$ cat src/rtl/alsu_pkg.sv
// Shared ALSU definitions: widths, opcode map and output-stage occupancy states.
// The opcode localparams are also consumed by the upstream opcode decoder.
package alsu_pkg;

    localparam int ALSU_DATA_W  = 4;
    localparam int ALSU_OP_W    = 6;
    localparam int ALSU_NUM_OPS = 40;

    localparam logic [ALSU_OP_W-1:0] OP_ADD    = 6'd0;
    localparam logic [ALSU_OP_W-1:0] OP_SUB    = 6'd1;
    localparam logic [ALSU_OP_W-1:0] OP_INC    = 6'd2;
    localparam logic [ALSU_OP_W-1:0] OP_DEC    = 6'd3;
    localparam logic [ALSU_OP_W-1:0] OP_AND    = 6'd4;
    localparam logic [ALSU_OP_W-1:0] OP_OR     = 6'd5;
    localparam logic [ALSU_OP_W-1:0] OP_XOR    = 6'd6;
    localparam logic [ALSU_OP_W-1:0] OP_NOT    = 6'd7;
    localparam logic [ALSU_OP_W-1:0] OP_SHL    = 6'd8;
    localparam logic [ALSU_OP_W-1:0] OP_SHR    = 6'd9;
    localparam logic [ALSU_OP_W-1:0] OP_ROL    = 6'd10;
    localparam logic [ALSU_OP_W-1:0] OP_ROR    = 6'd11;
    localparam logic [ALSU_OP_W-1:0] OP_PARITY = 6'd38;
    localparam logic [ALSU_OP_W-1:0] OP_LAST   = 6'd39;

    typedef enum logic [1:0] {
        OCC_EMPTY   = 2'd0,
        OCC_PARTIAL = 2'd1,
        OCC_FULL    = 2'd2
    } occ_e;

endpackage

$ cat src/rtl/alsu_fifo_mem.sv
// Storage array for the ALSU result FIFO: synchronous write, asynchronous read.
module alsu_fifo_mem #(
    parameter int DEPTH = 4,
    parameter int WIDTH = 10
) (
    input  logic                     clk,
    input  logic                     we_i,
    input  logic [$clog2(DEPTH)-1:0] waddr_i,
    input  logic [WIDTH-1:0]         wdata_i,
    input  logic [$clog2(DEPTH)-1:0] raddr_i,
    output logic [WIDTH-1:0]         rdata_o
);

    logic [WIDTH-1:0] mem_q [DEPTH];

    always_ff @(posedge clk) begin
        if (we_i) begin
            mem_q[waddr_i] <= wdata_i;
        end
    end

    assign rdata_o = mem_q[raddr_i];

endmodule

$ cat src/rtl/alsu_result_fifo.sv
// Registered output stage of the ALSU: first-word-fall-through result FIFO with
// head parity and sticky overflow / illegal-opcode flags.
module alsu_result_fifo
    import alsu_pkg::*;
#(
    parameter int DATA_W = ALSU_DATA_W,
    parameter int OP_W   = ALSU_OP_W,
    parameter int DEPTH  = 4
) (
    input  logic                     clk,
    input  logic                     rst_n,
    input  logic                     in_valid,
    output logic                     in_ready,
    input  logic [DATA_W-1:0]        in_data,
    input  logic [OP_W-1:0]          in_op,
    output logic                     out_valid,
    input  logic                     out_ready,
    output logic [DATA_W-1:0]        out_data,
    output logic [OP_W-1:0]          out_op,
    output logic                     out_parity,
    output logic [$clog2(DEPTH):0]   count,
    output logic                     overflow,
    output logic                     illegal_op,
    input  logic                     flag_clr
);

    localparam int PTR_W = $clog2(DEPTH);
    localparam int CNT_W = PTR_W + 1;
    localparam int ENT_W = OP_W + DATA_W;
    localparam logic [CNT_W-1:0] DEPTH_C   = CNT_W'(DEPTH);
    localparam logic [OP_W-1:0]  NUM_OPS_C = OP_W'(ALSU_NUM_OPS);

    occ_e             occ_q;
    logic [CNT_W-1:0] count_q, count_d;
    logic [PTR_W-1:0] wr_ptr_q, rd_ptr_q;
    logic             overflow_q, overflow_d;
    logic             illegal_q, illegal_d;

    logic             empty, full;
    logic             hs, push, pop;
    logic [ENT_W-1:0] head;

    alsu_fifo_mem #(
        .DEPTH (DEPTH),
        .WIDTH (ENT_W)
    ) u_mem (
        .clk     (clk),
        .we_i    (push),
        .waddr_i (wr_ptr_q),
        .wdata_i ({in_op, in_data}),
        .raddr_i (rd_ptr_q),
        .rdata_o (head)
    );

    // Status comes only from registered occupancy, so in_ready never sees out_ready.
    assign empty = (occ_q == OCC_EMPTY);
    assign full  = (occ_q == OCC_FULL);

    assign hs   = in_valid && !full;
    assign push = hs && (in_op < NUM_OPS_C);
    assign pop  = !empty && out_ready;

    always_comb begin
        count_d = count_q;
        unique case ({push, pop})
            2'b10:   count_d = count_q + CNT_W'(1);
            2'b01:   count_d = count_q - CNT_W'(1);
            default: count_d = count_q;
        endcase
    end

    // A set event in the same cycle as flag_clr takes priority.
    always_comb begin
        overflow_d = overflow_q;
        illegal_d  = illegal_q;
        if (flag_clr) begin
            overflow_d = 1'b0;
            illegal_d  = 1'b0;
        end
        if (in_valid && full) begin
            overflow_d = 1'b1;
        end
        if (hs && !push) begin
            illegal_d = 1'b1;
        end
    end

    always_ff @(posedge clk or negedge rst_n) begin
        if (!rst_n) begin
            occ_q      <= OCC_EMPTY;
            count_q    <= '0;
            wr_ptr_q   <= '0;
            rd_ptr_q   <= '0;
            overflow_q <= 1'b0;
            illegal_q  <= 1'b0;
        end else begin
            count_q    <= count_d;
            overflow_q <= overflow_d;
            illegal_q  <= illegal_d;
            if (push) begin
                wr_ptr_q <= wr_ptr_q + PTR_W'(1);
            end
            if (pop) begin
                rd_ptr_q <= rd_ptr_q + PTR_W'(1);
            end
            unique case (occ_q)
                OCC_EMPTY: begin
                    if (push) begin
                        occ_q <= (count_d == DEPTH_C) ? OCC_FULL : OCC_PARTIAL;
                    end
                end
                OCC_PARTIAL: begin
                    if (count_d == DEPTH_C) begin
                        occ_q <= OCC_FULL;
                    end else if (count_d == '0) begin
                        occ_q <= OCC_EMPTY;
                    end
                end
                OCC_FULL: begin
                    if (pop) begin
                        occ_q <= OCC_PARTIAL;
                    end
                end
                default: occ_q <= OCC_EMPTY;
            endcase
        end
    end

    assign in_ready   = !full;
    assign out_valid  = !empty;
    assign out_data   = empty ? '0 : head[DATA_W-1:0];
    assign out_op     = empty ? '0 : head[DATA_W +: OP_W];
    assign out_parity = ^out_data;
    assign count      = count_q;
    assign overflow   = overflow_q;
    assign illegal_op = illegal_q;

endmodule
$ cat config.mk
export PLATFORM = sky130hd
export DESIGN_NAME = alsu_result_fifo
export DESIGN_NICKNAME = d
export VERILOG_FILES = /design/src/rtl/alsu_pkg.sv /design/src/rtl/alsu_fifo_mem.sv /design/src/rtl/alsu_result_fifo.sv
export SDC_FILE = /design/constraint.sdc
export NUM_CORES = 1
export LEC_CHECK = 0
export CORE_MARGIN = 8
export CORE_UTILIZATION = 57
export DETAILED_ROUTE_END_ITERATION = 8
export GPL_ROUTABILITY_DRIVEN = 1
export PLACE_DENSITY_LB_ADDON = 0.1
export SYNTH_ARGS = -nofsm -noshare
export SYNTH_HDL_FRONTEND = slang
export SYNTH_SLANG_ARGS = --single-unit
$ cat constraint.sdc
create_clock -name clk -period 6.5 [get_ports clk]
set_input_delay 1.3 -clock clk [delete_from_list [all_inputs] [get_ports clk]]
set_output_delay 1.3 -clock clk [all_outputs]
set_load 0.01 [all_outputs]
==> results by group, run 1 <==
Drt
  – Initial DRT Pass Iterations: 4
  – Iter 0 DRT Violations: 94
  – Routed WL per cell: 19.0 µm
  – Drt drc: 0
  – Antenna Nets Post-Route: 0
  – Via-per-instance ratio: 5.52
  – Total number of vias: between 1000 and 1500
  – Routed wire length: 4.05 mm

Timing
  – Least-Margin Pin Slew: 0.664 ns
  – Setup_tns: 0 ns
  – Max Fclk: 247 MHz
  – Max Clock Skew: 0.00526 ns
  – Slew Limit Headroom: 55.7%
  – Worst setup margin: 2.45 ns
  – Pins Over Slew Limit: 0
  – Period utilization: 62.3%
  – Fin. Hold Viols: 0
  – RSZ-0062 raised after global routing: no
  – Final Critical Period: 4.05 ns
  – # setup viols final: 0

Floorplan
  – Initial Utilization: 59.3%
  – Area of the core: roughly 3700 µm²
  – Die Y: 77.9 µm
  – Die Area: just over 6000 µm²
  – I/O Pins: 33
  – Cell Rows: 22
  – Die X: 77.9 µm

Flow run
  – Max_cap viols: 0

Critical path
  – Crit end category: output port
  – CP Launch Type: flip-flop
  – Buffers & Inverters on Critical Path: 1
  – Cell-by-cell trace of the critical path: mux4_1, xnor2_1, xnor2_1, nor2_1, clkdlybuf4s50_1
  – Top Family by Delay on Critical Path: flip-flops
  – Critical path fanouts, max: 12
  – CP arrival: 2.75 ns
  – CP max stage delay: 0.78 ns
  – CP max stage cell: dfrtp_1
  – Most Frequent Cell on Critical Path: xnor2_1
  – Critical path class: flip-flop to output port
  – Worst path required time: 5.20 ns

Synthesis
  – Synth Register Bits: 51
  – Syn Nets: 150
  – Post-Syn Area: 2190 µm²
  – Synth Warn #: 0
  – Cell taking the most area after synthesis: edfxtp_1
  – Synth top area share: 55.0%
  – Post-Synthesis Cells: 129
  – Yosys cell types: 27
  – Post-synthesis sequential area ratio: 67.5%
  – Post-Syn Area per Cell: 16.9 µm²
  – Dominant cells by area after synthesis: edfxtp_1 55%, dfrtp_1 13%, mux4_1 9.6%, and2_1 4.3%, ha_1 2.9%

Layout
  – Commonest non-fill, non-tap cell in the layout: edfxtp_1
  – Fin area: 2670 µm²
  – Layout Utilization: 72.5%
  – Non-Filler Instances: 213
  – Antenna cells: 0
  – Commonest cells after routing, fill and taps aside: 40 x edfxtp_1, 32 x clkdlybuf4s50_1, 15 x and2_1
  – Area grow syn2layout: 22.3%
  – Share of post-route cells with drive strength above 1: between 6 and 7%
  – Post-layout net count: 185

Clocking
  – Sink Count: 51
  – # H-tree levels: 2
  – Cts repair resizes: 0
  – Postcts setup bufs: 0
  – CTS tree: yes
  – Clock Tree Buf Depth: 2
  – Hold Buf Count CTS: 0
  – Clk slew on worst S/H paths: 0.09 ns
  – Root buf cell: clkbuf_8
  – Clk_lat worst skew: about 0.30 ns
  – CTS Buf Count: 5

GRT
  – GRT overflow: 0
  – Largest net degree at the start of global routing: 16
  – GR Util All Layers: 14.4%
  – Global-route wire length before repair: 6.67 mm
  – Antenna violations before repair: 0
  – Vias in the first global route: about 1300

Place
  – Post-DP HPWL: 2.84 mm
  – Placed Cells: 205
  – Gpl congestion: 0.758
  – Port bufs: 32
  – Dpl ws: 2.43 ns
  – Placed instance area: 2540 µm²

Run status
  – Status: completed

Power and ir drop
  – Leak: between 0.9 and 1 nW
  – Max VDD drop: 220 µV
  – PD cells: 462 nW/µm²

Hold path
  – HP Class: flip-flop to flip-flop
-- path summary, 6_finish.rpt --
kind / startpoint / to / slack, ns / cells past startpoint
min in group asynchronous: rst_n / rd_ptr_q[0] / 1.33 / 1
min reg2reg: count[0] / count[0] / 0.52 / 1
max: rd_ptr_q[0] / out_parity / 2.45 / 5
max reg2reg: occ_q[1] / occ_q[1] / 3.72 / 10
min: count[0] / count[0] / 0.52 / 1
max in group asynchronous: rst_n / wr_ptr_q[1] / 4.83 / 1
-- through the flow --
step | hold WS [ns] | power (mW)
floorplan | 0.495 | 0.777
global placement | 0.498 | 0.976
detailed placement | 0.512 | 1.00
CTS | 0.521 | 1.25
global route | 0.546 | 1.31
finish | 0.523 | 1.24
-- power breakdown --
part	total (mW)	internal, mW	switching, mW
combinational	0.504	0.285	0.219
sequential	0.482	0.420	0.0618
clock	0.251	0.154	0.0969
total	1.24	0.859	0.378
-- state kept, by name, indices dropped and copies added, names as in the netlist --
register	cells
u_mem.mem_q	40
count	3
occ_q	2
rd_ptr_q	2
wr_ptr_q	2
illegal_op	1
overflow	1
-- synthesized netlist by cell type --
master    count
clkbuf_1      1
o32ai_1       1
nand2b_1      1
nand2_1       4
and3b_1       1
and2_2        1
dfrtp_1      11
o22ai_1       2
ha_1          5
xnor2_1       6
a41oi_1       1
buf_2         2
a31o_2        1
or3_1         1
o21ai_0       4
inv_1        11
fa_1          1
and2_1       15
mux4_1        8
nor2_1        4
and3_1        1
o31ai_1       1
edfxtp_1     40
mux4_2        2
buf_6         1
xor2_1        2
mux2i_1       1
-- metal layers --
metal	routed length [µm]	global-route usage, %	part of all wire, %	vias up
met5	0	0	0	-
met4	48	4.44	1.2	0
met3	261	5.07	6.4	7
met2	2150	24.9	53	32
met1	1590	16.4	39	588
li1	-	-	-	549
-- worst reg2reg max path: stages (launching register included) --
cell,delay [ns]
dfrtp_1,0.43
nor2_1,0.11
inv_1,0.29
and2_1,0.26
ha_1,0.20
inv_1,0.06
fa_1,0.37
xor2_1,0.16
or3_1,0.34
and2_1,0.19
o32ai_1,0.28
-- kinds of logic after synthesis --
kind of cell | after synthesis | synth area share [%]
mux | 11 | 12.1
flops | 51 | 67.5
xor+xnor | 8 | 3.21
fa+ha+maj | 6 | 3.78
compound gates | 10 | 3.03
buf+inv | 15 | 3.03
simple gates | 28 | 7.27
-- area by class of cell --
cell class / instances / area, µm²
clock buffer: 6 / 72.6
clock inverter: 2 / 60.1
fill: 255 / 1010
inverter: 11 / 41.3
multi-input combinational: 63 / 643
sequential: 51 / 1480
tap: 48 / 60.1
timing repair buffer: 32 / 320
Power figures use the tool's default switching activity.
==> inputs of run 2 (changes only) <==
--- a/config.mk
+++ b/config.mk
@@ -6,7 +6,7 @@
 export NUM_CORES = 1
 export LEC_CHECK = 0
 export CORE_MARGIN = 8
-export CORE_UTILIZATION = 57
+export CORE_UTILIZATION = 48
 export DETAILED_ROUTE_END_ITERATION = 8
 export GPL_ROUTABILITY_DRIVEN = 1
 export PLACE_DENSITY_LB_ADDON = 0.1
==> constraint.sdc (replaced) <==
create_clock -name clk -period 3.6 [get_ports clk]
set_input_delay 0.72 -clock clk [delete_from_list [all_inputs] [get_ports clk]]
set_output_delay 0.72 -clock clk [all_outputs]
set_load 0.01 [all_outputs]
==> results by group, run 2 (same netlist as run 1, synthesis figures left out) <==
Clocking
  – Sink Count: around 50
  – CTS tree: yes
  – Clk slew on worst S/H paths: 0.08 ns
  – Clk_lat worst skew: 0.30 ns
  – Hold Buf Count CTS: 0
  – Cts repair resizes: 0
  – Root buf cell: clkbuf_8
  – # H-tree levels: 2
  – CTS Buf Count: 5
  – Clock Tree Buf Depth: 2
  – Postcts setup bufs: 0

Drt
  – Antenna Nets Post-Route: 0
  – Drt drc: 0
  – Initial DRT Pass Iterations: 4
  – Via-per-instance ratio: roughly 5.4
  – Routed WL per cell: about 18 µm
  – Iter 0 DRT Violations: 35
  – Total number of vias: 1172
  – Routed wire length: approximately 3.8 mm

GRT
  – Largest net degree at the start of global routing: 17
  – Antenna violations before repair: 0
  – GR Util All Layers: 12.1%
  – Vias in the first global route: roughly 1400
  – GRT overflow: 0
  – Global-route wire length before repair: approximately 6.6 mm

Timing
  – Setup_tns: 0 ns
  – Least-Margin Pin Slew: approximately 0.55 ns
  – Max Clock Skew: between 0.008 and 0.009 ns
  – Pins Over Slew Limit: 0
  – RSZ-0062 raised after global routing: no
  – Period utilization: about nine tenths
  – Slew Limit Headroom: a little under two thirds
  – Fin. Hold Viols: 0
  – Final Critical Period: 3.18 ns
  – # setup viols final: 0
  – Worst setup margin: between 0.4 and 0.5 ns
  – Max Fclk: 314 MHz

Layout
  – Commonest non-fill, non-tap cell in the layout: edfxtp_1
  – Post-layout net count: 187
  – Largest Register: u_mem.mem_q
  – Number of fill cells: 339
  – Max reg flops: 40
  – Non-Filler Instances: about 220
  – Antenna cells: 0
  – Share of post-route cells with drive strength above 1: just under 8%
  – Area grow syn2layout: 21.2%
  – Fin area: 2650 µm²
  – Layout Utilization: 60.4%
  – Commonest cells after routing, fill and taps aside: 40 x edfxtp_1, 32 x clkdlybuf4s50_1, 15 x and2_1

Floorplan
  – Initial Utilization: 49.9%
  – Die Area: between 6000 and 7000 µm²
  – I/O Pins: 33
  – Cell Rows: 24
  – Area of the core: about 4400 µm²
  – Die Y: 83.5 µm
  – Die X: about 83 µm

Power and ir drop
  – Leak: 0.976 nW
  – PD cells: 790 nW/µm²
  – Max VDD drop: ~340 µV

Critical path
  – Worst path required time: between 2 and 3 ns
  – R2r setup slk: 0.89 ns
  – Most Frequent Cell on Critical Path: xnor2_1
  – Critical path fanouts, max: 7
  – Critical path class: flip-flop to output port
  – CP arrival: 2.46 ns
  – CP max stage cell: mux4_1
  – CP max stage delay: roughly 0.65 ns
  – Cell-by-cell trace of the critical path: mux4_1, xnor2_1, xnor2_1, nor2_1, clkdlybuf4s50_1
  – Crit end category: output port
  – CP Launch Type: flip-flop

Flow run
  – Max_cap viols: 0

Hold path
  – HP Class: flip-flop to flip-flop

Place
  – Dpl ws: 0.270 ns
  – Gpl congestion: 0.724
  – Port bufs: 32
  – Post-DP HPWL: 2.77 mm
  – Placed Cells: 211
  – Placed instance area: 2560 µm²

Run status
  – Status: completed
run 2: cell types whose count changed in the layout (fill, tap and decap cells not counted):
cell	change
buf_4	+2
clkinv_4	+1
clkbuf_1	-1
clkinv_1	+1
clkinvlp_4	+1
bufinv_16	-2
run 2: layout make-up:
cell class	instances	area (µm²)	share of cell area, %
Timing Repair Buffer	34	335	12.7
Multi-Input combinational cell	63	643	24.3
Tap cell	52	65.1	2.46
Clock inverter	3	20.0	0.755
Sequential cell	51	1480	55.7
Clock buffer	5	68.8	2.60
Inverter	11	41.3	1.56
run 2: path summary, 6_finish.rpt:
path,startpoint,endpoint,cells after the start
max in group asynchronous,rst_n,count[0],1
min in group asynchronous,rst_n,wr_ptr_q[1],1
max,rd_ptr_q[0],out_parity,5
min reg2reg,overflow,overflow,2
min,overflow,overflow,2
max reg2reg,occ_q[1],occ_q[1],10
run 2: critical path: cells and delay by family, from the launching register on:
family	cells	cell delay, ns
xor gates and xnor gates	2	0.32
buffers and inverters	1	0.54
DFF	1	0.58
muxes	1	0.65
and+or+nand+nor	1	0.08
run 2: per-stage QoR:
stage | hold WS, ns | power, mW
final | 0.537 | 2.09
after detailed placement | 0.530 | 1.82
after CTS | 0.544 | 2.13
after global placement | 0.498 | 1.79
after floorplan | 0.424 | 1.40
after global routing | 0.573 | 2.25
run 2: power by group:
group          switching [mW]  total [mW]  internal (mW)
Clock                   0.177       0.313          0.135
Sequential             0.0950       0.854          0.759
Combinational           0.406       0.928          0.522
run 2: per-layer routing:
metal / track usage, % / part of all wire, % / wire [µm] / vias to the layer above
li1: - / - / - / 553
met1: 13.2 / 42 / 1620 / 589
met2: 21.0 / 52 / 1980 / 24
met3: 4.30 / 4.6 / 175 / 6
met4: 4.40 / 1.4 / 53 / 0
met5: 0 / 0 / 0 / -
==> inputs of run 3 (changes only) <==
--- a/config.mk
+++ b/config.mk
@@ -6,7 +6,7 @@
 export NUM_CORES = 1
 export LEC_CHECK = 0
 export CORE_MARGIN = 8
-export CORE_UTILIZATION = 48
+export CORE_UTILIZATION = 40
 export DETAILED_ROUTE_END_ITERATION = 8
 export GPL_ROUTABILITY_DRIVEN = 1
 export PLACE_DENSITY_LB_ADDON = 0.1
==> results by group, run 3 (same netlist as run 1, synthesis figures left out) <==
Drt
  – Routed WL per cell: 16.8 µm
  – Total number of vias: 1144
  – Initial DRT Pass Iterations: 4
  – Iter 0 DRT Violations: 29
  – Drt drc: 0
  – Via-per-instance ratio: 4.79
  – Routed wire length: 4.02 mm
  – Antenna Nets Post-Route: 0

Power and ir drop
  – Leak: 0.983 nW
  – Total power: 2.10 mW
  – PD cells: about 800 nW/µm²
  – Max VDD drop: 392 µV

Layout
  – Number of fill cells: 470
  – Commonest non-fill, non-tap cell in the layout: edfxtp_1
  – Commonest cells after routing, fill and taps aside: 40 x edfxtp_1, 32 x clkdlybuf4s50_1, 15 x and2_1
  – Largest Register: u_mem.mem_q
  – Layout Utilization: 49.5%
  – Max reg flops: 40
  – Share of post-route cells with drive strength above 1: 8.38%
  – Fin area: 2670 µm²
  – Post-layout net count: 187
  – Area grow syn2layout: 22.3%
  – Antenna cells: 0
  – Non-Filler Instances: 239

GRT
  – Largest net degree at the start of global routing: 17
  – Antenna violations before repair: 0
  – Global-route wire length before repair: 6.42 mm
  – Vias in the first global route: 1229
  – GR Util All Layers: 10.2%
  – GRT overflow: 0

Place
  – Gpl congestion: between 0.7 and 0.8
  – Placed instance area: 2590 µm²
  – Dpl ws: 0.187 ns
  – Placed Cells: 231
  – Port bufs: 32
  – Post-DP HPWL: 2.86 mm

Run status
  – Status: completed

Hold path
  – HP Class: flip-flop to flip-flop

Floorplan
  – Die Y: ~90 µm
  – I/O Pins: 33
  – Initial Utilization: 40.4%
  – Cell Rows: 27
  – Die X: between 80 and 90 µm
  – Area of the core: 5410 µm²
  – Die Area: 8090 µm²

Timing
  – Fin. Hold Viols: 0
  – Slew Limit Headroom: 62.3%
  – # setup viols final: 0
  – Setup_tns: 0 ns
  – Pins Over Slew Limit: 0
  – Final Critical Period: about 3.2 ns
  – Least-Margin Pin Slew: 0.565 ns
  – Worst setup margin: 0.370 ns
  – RSZ-0062 raised after global routing: no
  – WHS: 0.532 ns
  – Max Clock Skew: approximately 0.0037 ns
  – Max Fclk: roughly 310 MHz
  – Period utilization: 89.7%

Clocking
  – # H-tree levels: 2
  – Cts repair resizes: 0
  – Hold Buf Count CTS: 0
  – Postcts setup bufs: 0
  – Sink Count: 51
  – Clock Tree Buf Depth: 2
  – Clk slew on worst S/H paths: 0.09 ns
  – Clk_lat worst skew: approximately 0.30 ns
  – Root buf cell: clkbuf_8
  – CTS tree: yes
  – CTS Buf Count: 5

Critical path
  – Crit end category: output port
  – Most Frequent Cell on Critical Path: xnor2_1
  – R2r setup slk: 0.76 ns
  – Critical path class: flip-flop to output port
  – Worst path required time: 2.88 ns
  – CP Launch Type: flip-flop
  – CP max stage delay: 0.66 ns
  – Critical path fanouts, max: 7
  – CP arrival: 2.51 ns
  – CP max stage cell: mux4_1
  – Cell-by-cell trace of the critical path: mux4_1, xnor2_1, xnor2_1, nor2_1, clkdlybuf4s50_1

Flow run
  – Max_cap viols: 0
[run 3: changes by cell type in the layout (fill, tap and decap cells not counted), sizes merged]
cell,change
clkinvlp,-1
inv,+1
[run 3: area by class of cell]
| cell class | instances | area (µm²) | share of cell area, % |
|---|---|---|---|
| Tap cell | 72 | 90.1 | 3.37 |
| Clock buffer | 5 | 68.8 | 2.57 |
| Timing Repair Buffer | 34 | 335 | 12.5 |
| Sequential cell | 51 | 1480 | 55.2 |
| Multi-Input combinational cell | 63 | 643 | 24.1 |
| Inverter | 11 | 41.3 | 1.54 |
| Clock inverter | 3 | 18.8 | 0.702 |
[run 3: worst max-delay path: cells and delay by family (launching register included)]
family	cells	cell delay (ns)
xor gates and xnor gates	2	0.33
buffers and inverters	1	0.54
DFF	1	0.59
muxes	1	0.66
and+or+nand+nor	1	0.10
[run 3: path summary, 6_finish.rpt]
path                             start  cells after the start           to
max                        rd_ptr_q[0]                      5   out_parity
min                           count[0]                      1     count[0]
max reg2reg                   occ_q[1]                     10     occ_q[1]
min reg2reg                   count[0]                      1     count[0]
max in group asynchronous        rst_n                      1  rd_ptr_q[1]
min in group asynchronous        rst_n                      1  wr_ptr_q[0]
[run 3: report_power, final]
part	leakage [nW]	total [mW]	internal (mW)	switching [mW]
Combinational	0.436	0.930	0.522	0.408
Clock	0.0483	0.320	0.137	0.183
Sequential	0.499	0.854	0.759	0.0952
Total	0.983	2.10	1.42	0.687
[run 3: metal layers]
layer  up-vias  share of wire, %  wire [µm]  track usage [%]
met4         0               1.4         55             3.33
met1       568                41       1660             11.0
li1        551                 -          -                -
met3         5               4.5        180             3.66
met5         -                 0          0                0
met2        20                53       2130             18.2
